$ cat config.mk
export PLATFORM = sky130hd
export DESIGN_NAME = gate_bus_serializer
export DESIGN_NICKNAME = d
export VERILOG_FILES = /design/src/rtl/gate_bus_serializer.sv
export SDC_FILE = /design/constraint.sdc
export NUM_CORES = 1
export LEC_CHECK = 0
export ABC_AREA = 1
export CAP_MARGIN = 40
export CORE_AREA = 5 5 50 52
export DETAILED_ROUTE_END_ITERATION = 12
export DIE_AREA = 0 0 55 57
export GPL_TIMING_DRIVEN = 1
export PLACE_DENSITY_LB_ADDON = 0.1
export SLEW_MARGIN = 20
export SYNTH_ARGS = -nofsm -noshare
export SYNTH_HDL_FRONTEND = slang
export SYNTH_SLANG_ARGS = --single-unit
$ cat constraint.sdc
create_clock -name clock -period 1.27 [get_ports clock]
set_input_delay 0.127 -clock clock [delete_from_list [all_inputs] [get_ports clock]]
set_output_delay 0.127 -clock clock [all_outputs]
set_load 0.02 [all_outputs]
$ cat src/rtl/gate_bus_serializer.sv
// Parallel-to-serial transmitter for the bit-serial gate path. Words are accepted over a
// valid/ready handshake and shifted out one bit per serial transfer, with a last-bit marker.
module gate_bus_serializer #(
    parameter int         NrOfBits    = 8,
    parameter logic [1:0] BubblesMask = 2'b00,
    parameter bit         LsbFirst    = 1'b1
) (
    input  logic                clock,
    input  logic                reset,
    input  logic                tick,
    input  logic [NrOfBits-1:0] dataIn,
    input  logic                dataValid,
    output logic                dataReady,
    output logic                serialOut,
    output logic                serialValid,
    input  logic                serialReady,
    output logic                serialLast,
    output logic                busy
);

    localparam int CntW = (NrOfBits > 1) ? $clog2(NrOfBits) : 1;

    typedef enum logic {
        IDLE,
        SHIFT
    } state_t;

    state_t              state;
    logic [NrOfBits-1:0] shreg;
    logic [CntW-1:0]     cnt;
    logic                accept;
    logic                xfer;
    logic                head;

    // Moves the register one place toward whichever end is transmitted first, zero-filling.
    function automatic logic [NrOfBits-1:0] shift_toward_head(input logic [NrOfBits-1:0] v);
        if (LsbFirst) begin
            return v >> 1;
        end
        return v << 1;
    endfunction

    // A new word may enter while the final bit of the current one is being taken.
    assign dataReady = (state == IDLE) ||
                       ((state == SHIFT) && (cnt == '0) && serialReady && tick);
    assign accept    = dataValid && dataReady;
    assign xfer      = tick && serialValid && serialReady;
    assign head      = LsbFirst ? shreg[0] : shreg[NrOfBits-1];
    assign serialOut = serialValid & (head ^ BubblesMask[1]);

    always_ff @(posedge clock or negedge reset) begin
        if (!reset) begin
            state       <= IDLE;
            shreg       <= '0;
            cnt         <= '0;
            serialValid <= 1'b0;
            serialLast  <= 1'b0;
            busy        <= 1'b0;
        end else if (tick) begin
            if (accept) begin
                shreg       <= BubblesMask[0] ? ~dataIn : dataIn;
                cnt         <= CntW'(NrOfBits - 1);
                state       <= SHIFT;
                serialValid <= 1'b1;
                serialLast  <= (NrOfBits == 1);
                busy        <= 1'b1;
            end else if (xfer) begin
                if (cnt != '0) begin
                    shreg      <= shift_toward_head(shreg);
                    cnt        <= cnt - 1'b1;
                    serialLast <= (cnt == CntW'(1));
                end else begin
                    state       <= IDLE;
                    shreg       <= '0;
                    serialValid <= 1'b0;
                    serialLast  <= 1'b0;
                    busy        <= 1'b0;
                end
            end
        end
    end

endmodule

==> flow_summary.ini <==
[outcome]
status = complete, but fails checks
violations = setup timing

[drt]
drt_iter0_drc = 12
wl_per_cell_um = 12.41
drc = 0
vias_per_cell = 4.713
via_count = 773
firstDrtPassIters = 4
routed_wl_um = 2035
ant_nets = 0

[global_routing]
grt_max_degree = 12
track_usage_pct = 15.17
gr-total-overflow = 0
antenna_found_initial = 0
grt_first_pass_wirelength_um = 3415
first_global_vias = 767

[timing]
layout_worst_path_cycle_share_pct = 112.6
fmax_mhz = 699.1
worstMarginPinSlew_ns = 0.2829
setup_ws_ns = -0.1603
setup_viol = 14
hold_viol = 0
period_needed_ns = 1.430
rsz0062_at_grt = true
worst_slew_margin_rel_pct = 81.08
drv_slew = 0
skew_ns = 0.002846

[cells_and_area]
areaGrowthSynthToFinish_pct = 45.54
seqCellArea_um2 = 326.6
nFillCells = 184
fin_area_um2 = 1224
drive_gt1_share_pct = 33.09
layout.nets = 153
multi_input_area_um2 = 464.2
diodes = 0
layout.cells.non_filler = 164
fin_util_pct = 59.31

[setup_path]
reg2reg_slack_ns = -0.16
cp.required_ns = 1.49
critPathKind = flop to flop
start_kind = flop
critPathMaxFanout = 7
worst-endpoint-arrival_ns = 1.65
endpoint_kind = flop

[floorplanning]
die_y_um = 57
core_area_um2 = 2063
die_w_um = 55
rows = 17
start_util_pct = 40.75
ios = 18
design.die.area_um2 = 3135

[synthesis]
synth_top_area_share_pct = 38.69
avgSynthCellArea_um2 = 8.493
yosysWarnings = 0
synthXorXnorAreaFrac_pct = 1.042
synth_area_leaders = dfrtp_1 (39%), nand2_1 (17%), nand3_1 (7.7%), nand3_2 (7.1%), o211ai_1 (6.3%)
synthAdderAreaFrac_pct = 4.464
synth_area_um2 = 840.8
yosys-mux-area-fraction_pct = 0
yosys.area_share.simple_pct = 37.05
syn-num-nets = 115
postSynthCellCount = 99
synth_top_family_by_area = simple AND/OR/NAND/NOR gates
synth_compound_area_share_pct = 8.482
yosys.area.top_type = dfrtp_1
ys_ff_latch = 13
yosysSeqAreaShare_pct = 38.69
yosysUniqueCellTypes = 18

[power_and_ir_drop]
power_density_nw_per_um2 = 2006
power_leakage_nw = 0.6363
ir_worst_vdd_uv = 1200

[clocking]
path_clk_slew_ns = 0.08
htree_levels = 1
cts_inserted_buffers = 3
hold_buffers = 0
insertion_delay_ns = 0.28
cts.sinks = 13
clock_path_buffers = 2
cts_tree = built
root_buffer = clkbuf_4

[placement]
placed_cells = 157
dpl_cell_area_um2 = 1155
dp.final_hpwl_um = 1570
numPortBuffers = 17
place_congestion = 0.7579

[run]
drv_cap = 0

[hold_path]
hp-class = primary input to async pin
## registers in the layout (all words and copies together), names as in the netlist
name        count
state           1
shreg           8
cnt             3
serialLast      1
## worst max-delay path: stages (launching register included)
cell and delay (ns):
dfrtp_1 0.40, inv_2 0.08, ha_4 0.13, nand2_4 0.05, o21bai_4 0.14, buf_6 0.12, nand3_4 0.11, buf_4 0.17
nand2_4 0.06, nand2_1 0.05, nand2_1 0.05
## power breakdown
group / internal, mW / switching, mW / leakage, nW / total, mW
clock network: 0.122 / 0.144 / 0.0150 / 0.266
logic: 0.734 / 0.743 / 0.455 / 1.48
registers: 0.589 / 0.122 / 0.166 / 0.711
## final cells by class
cell class,instances,area share [%]
well taps,28,2.863
multi-input cells,73,37.93
inverters,7,2.147
flip-flops and latches,13,26.69
repair buffers,39,28.22
clock buffers,4,2.147
## kinds of logic (layout without fill, tap and decap cells)
group	after synthesis	count (layout)
compound gates	8	8
xor+xnor	1	1
fa+ha+maj	3	3
buf+inv	13	50
flops	13	13
simple gates	61	61
## Yosys cell counts (all sizes together)
library cell,instances
ha,3
o211ai,7
o21bai,1
inv,7
nand3,20
dfrtp,13
nand4,2
xnor2,1
clkbuf,1
buf,5
nand2,39
## layer usage
layer / share of wire [%] / vias up / track usage (%)
met5: 0 / - / 0
met4: 1.8 / 0 / 6.250
met3: 5.7 / 5 / 3.655
met2: 47 / 18 / 23.14
met1: 45 / 345 / 20.20
li1: - / 405 / -
## path summary, 6_finish.rpt
path	startpoint	to	depth (start not counted)
max	cnt[0]$_DFFE_PN0P_	cnt[0]$_DFFE_PN0P_	10
min	reset	shreg[7]$_DFFE_PN0P_	1
min in group clock	dataIn[7]	shreg[7]$_DFFE_PN0P_	3
max reg2reg	cnt[0]$_DFFE_PN0P_	cnt[0]$_DFFE_PN0P_	10
max in group asynchronous	reset	shreg[5]$_DFFE_PN0P_	2
min reg2reg	shreg[0]$_DFFE_PN0P_	shreg[0]$_DFFE_PN0P_	2
## through the flow
stage	setup WS [ns]	setup TNS [ns]	power [mW]	hold WS [ns]
after CTS	-0.1762	-2.041	2.435	0.08925
after floorplan	-0.04500	-0.3283	1.622	-0.1686
after global routing	-0.2521	-3.165	2.683	0.09332
after detailed placement	-0.4041	-4.198	2.135	0.3924
after global placement	-0.4009	-4.108	2.101	0.3972
final	-0.1603	-1.969	2.454	0.08111
## timing repair
action / CTS / global route
hold endpoints to repair: 0 / 0
endpoints found under the setup margin: 18 / 15
cloned: 0 / 0
setup buffers: 1 / 2
pin swaps: 0 / 0
resized for setup: 11 / 5
## cells in the final DEF, fill, tap and decap left out, drive strengths merged
master | netlist | final
nand4 | 2 | 2
nand2 | 39 | 39
o211ai | 7 | 7
buf | 5 | 23
xnor2 | 1 | 1
clkdlybuf4s50 | 0 | 12
o21bai | 1 | 1
dfrtp | 13 | 13
dlygate4sd2 | 0 | 3
nand3 | 20 | 20
inv | 7 | 7
ha | 3 | 3
clkbuf | 1 | 5
Power figures use the tool's default switching activity.
==> RTL edit, RTL diff (config.mk and constraints unchanged) <==
Reset style: synchronous (`reset`), changed in one clocked block.
--- a/src/rtl/gate_bus_serializer.sv
+++ b/src/rtl/gate_bus_serializer.sv
@@ -48,7 +48,7 @@
     assign head      = LsbFirst ? shreg[0] : shreg[NrOfBits-1];
     assign serialOut = serialValid & (head ^ BubblesMask[1]);
 
-    always_ff @(posedge clock or negedge reset) begin
+    always_ff @(posedge clock) begin
         if (!reset) begin
             state       <= IDLE;
             shreg       <= '0;
Formal check against the unedited RTL: differs if reset is asserted again (counterexample within 4 cycles, from zero or initial values and one cycle with reset low); with reset held inactive, the same outputs for 10 cycles.
==> RTL edit against the original RTL <==
  * The flow still finishes with violations (setup timing)
  * Design area fell by 0.51%
  * Area after synthesis down 13%
  * Routed wire length barely moved
  * Sequential cell count unchanged
  * Via count fell by 0.39%
  * Maximum frequency up 5.0%
  * Setup slack gained 0.068 ns
  * Critical path type unchanged
Power is not compared: it rests on default switching activity, and its combinational part moved more than twofold at a synthesized area within 25%.
==> RTL edit: results (changes against the original RTL) <==
[run_status]
outcome=complete, but fails checks
failed_checks=setup timing

[placed_design]
dpl-instance-area_sq_um=1020  ; -11%
place_ws_ns=-0.396  ; +0.00821 ns
placed_cells=162  ; +3.2%
hpwl_um=1350  ; -14%

[logic_synthesis]
yosysUniqueCellTypes=17  ; -1
synthArstFlopShare=0  ; -1.00
synthesis.nets=122  ; +6.1%
synth_xor_xnor_area_share=0.0120  ; +0.00157
synthAdderAreaFrac=0.0514  ; +0.00673
yosysSeqAreaShare=0.356  ; -0.0307
syn_inst=106  ; +7.1%
synth_compound_area_frac=0.127  ; +0.0419

[worst_setup_path]
worstPathArrival_ns=1.57  ; -0.08 ns
crit_fanout=5  ; -2

[sta]
finalSetupViolCount=15  ; +1
fin_setup_tns_ns=-0.759  ; +1.21 ns
setup_slack_ns=-0.0923  ; +0.0680 ns
max_freq_ghz=0.734  ; +5.0%
tightest_slew_ns=0.478  ; +0.195 ns
skew_ns=0.00225  ; -0.000599 ns

[route]
drtIter0Drc=7  ; -5
routed_wl_um=2040  ; about the same
vias=770  ; -0.39%

[final_layout]
final_layout_size_suffix_gt1_frac=0.423  ; +0.0917
instances_no_fill=170  ; +3.7%
nNetsFinal=159  ; +3.9%

[global_routing]
grt_start_max_net_pins=13  ; +1
grt_pass1_wl_um=3460  ; +1.2%
grt_util_all_layers=0.148  ; -0.00387

[clock_tree]
insertion_delay_ns=0.28  ; about the same
cts_resized=36  ; +25
cts_setup_buffers=2  ; +1
cts_max_level=1  ; unchanged

[hold_path]
hp-class=in2reg

==> RTL edit: changes by cell type after synthesis, moves of 2 or more <==
cell,before,now
nand2_2,1,3
nand3_1,13,9
dfxtp_1,0,13
nand3_2,6,2
a21oi_1,0,4
dfrtp_1,13,0
o21ai_0,0,9
o211ai_1,7,0
inv_1,6,10
nand2_1,37,27
nor2_1,0,18
==> RTL edit: cell type report <==
cell class | instances | area (sq um)
Sequential cell | 13 | 263
Inverter | 10 | 37.5
Fill cell | 213 | 846
Timing Repair Buffer | 35 | 312
Clock inverter | 1 | 5.00
Tap cell | 28 | 35.0
Clock buffer | 3 | 22.5
Multi-Input combinational cell | 80 | 543
==> RTL edit: worst paths after layout <==
| kind | startpoint | end | slack, ns | depth (start not counted) |
|---|---|---|---|---|
| max | cnt[0] | cnt[0] | -0.09 | 10 |
| min | dataIn[7] | shreg[7] | 0.46 | 3 |
| max reg2reg | cnt[0] | cnt[0] | -0.09 | 10 |
| min reg2reg | shreg[7] | shreg[7] | 0.51 | 2 |
==> RTL edit: worst max-delay path, cell delays in order, from the launching register on <==
cell and delay (ns):
dfxtp_2 0.33, inv_2 0.07, ha_4 0.13, nand2_4 0.05, o21bai_4 0.13, buf_6 0.15
nand2_4 0.06, buf_6 0.12, o21ai_4 0.05, nand2_2 0.08, a21oi_2 0.13
==> RTL edit: kinds of logic after synthesis <==
group,count (synthesis)
buf+inv,14
flops,13
compound gates,15
xor+xnor,1
simple gates,60
fa+ha+maj,3
==> RTL edit: layer usage <==
metal | wire (um) | part of all wire | track usage
met5 | 0 | 0 | 0
met4 | 13 | 0.0064 | 0.0208
met3 | 81 | 0.040 | 0.0574
met2 | 1030 | 0.51 | 0.245
met1 | 909 | 0.45 | 0.183
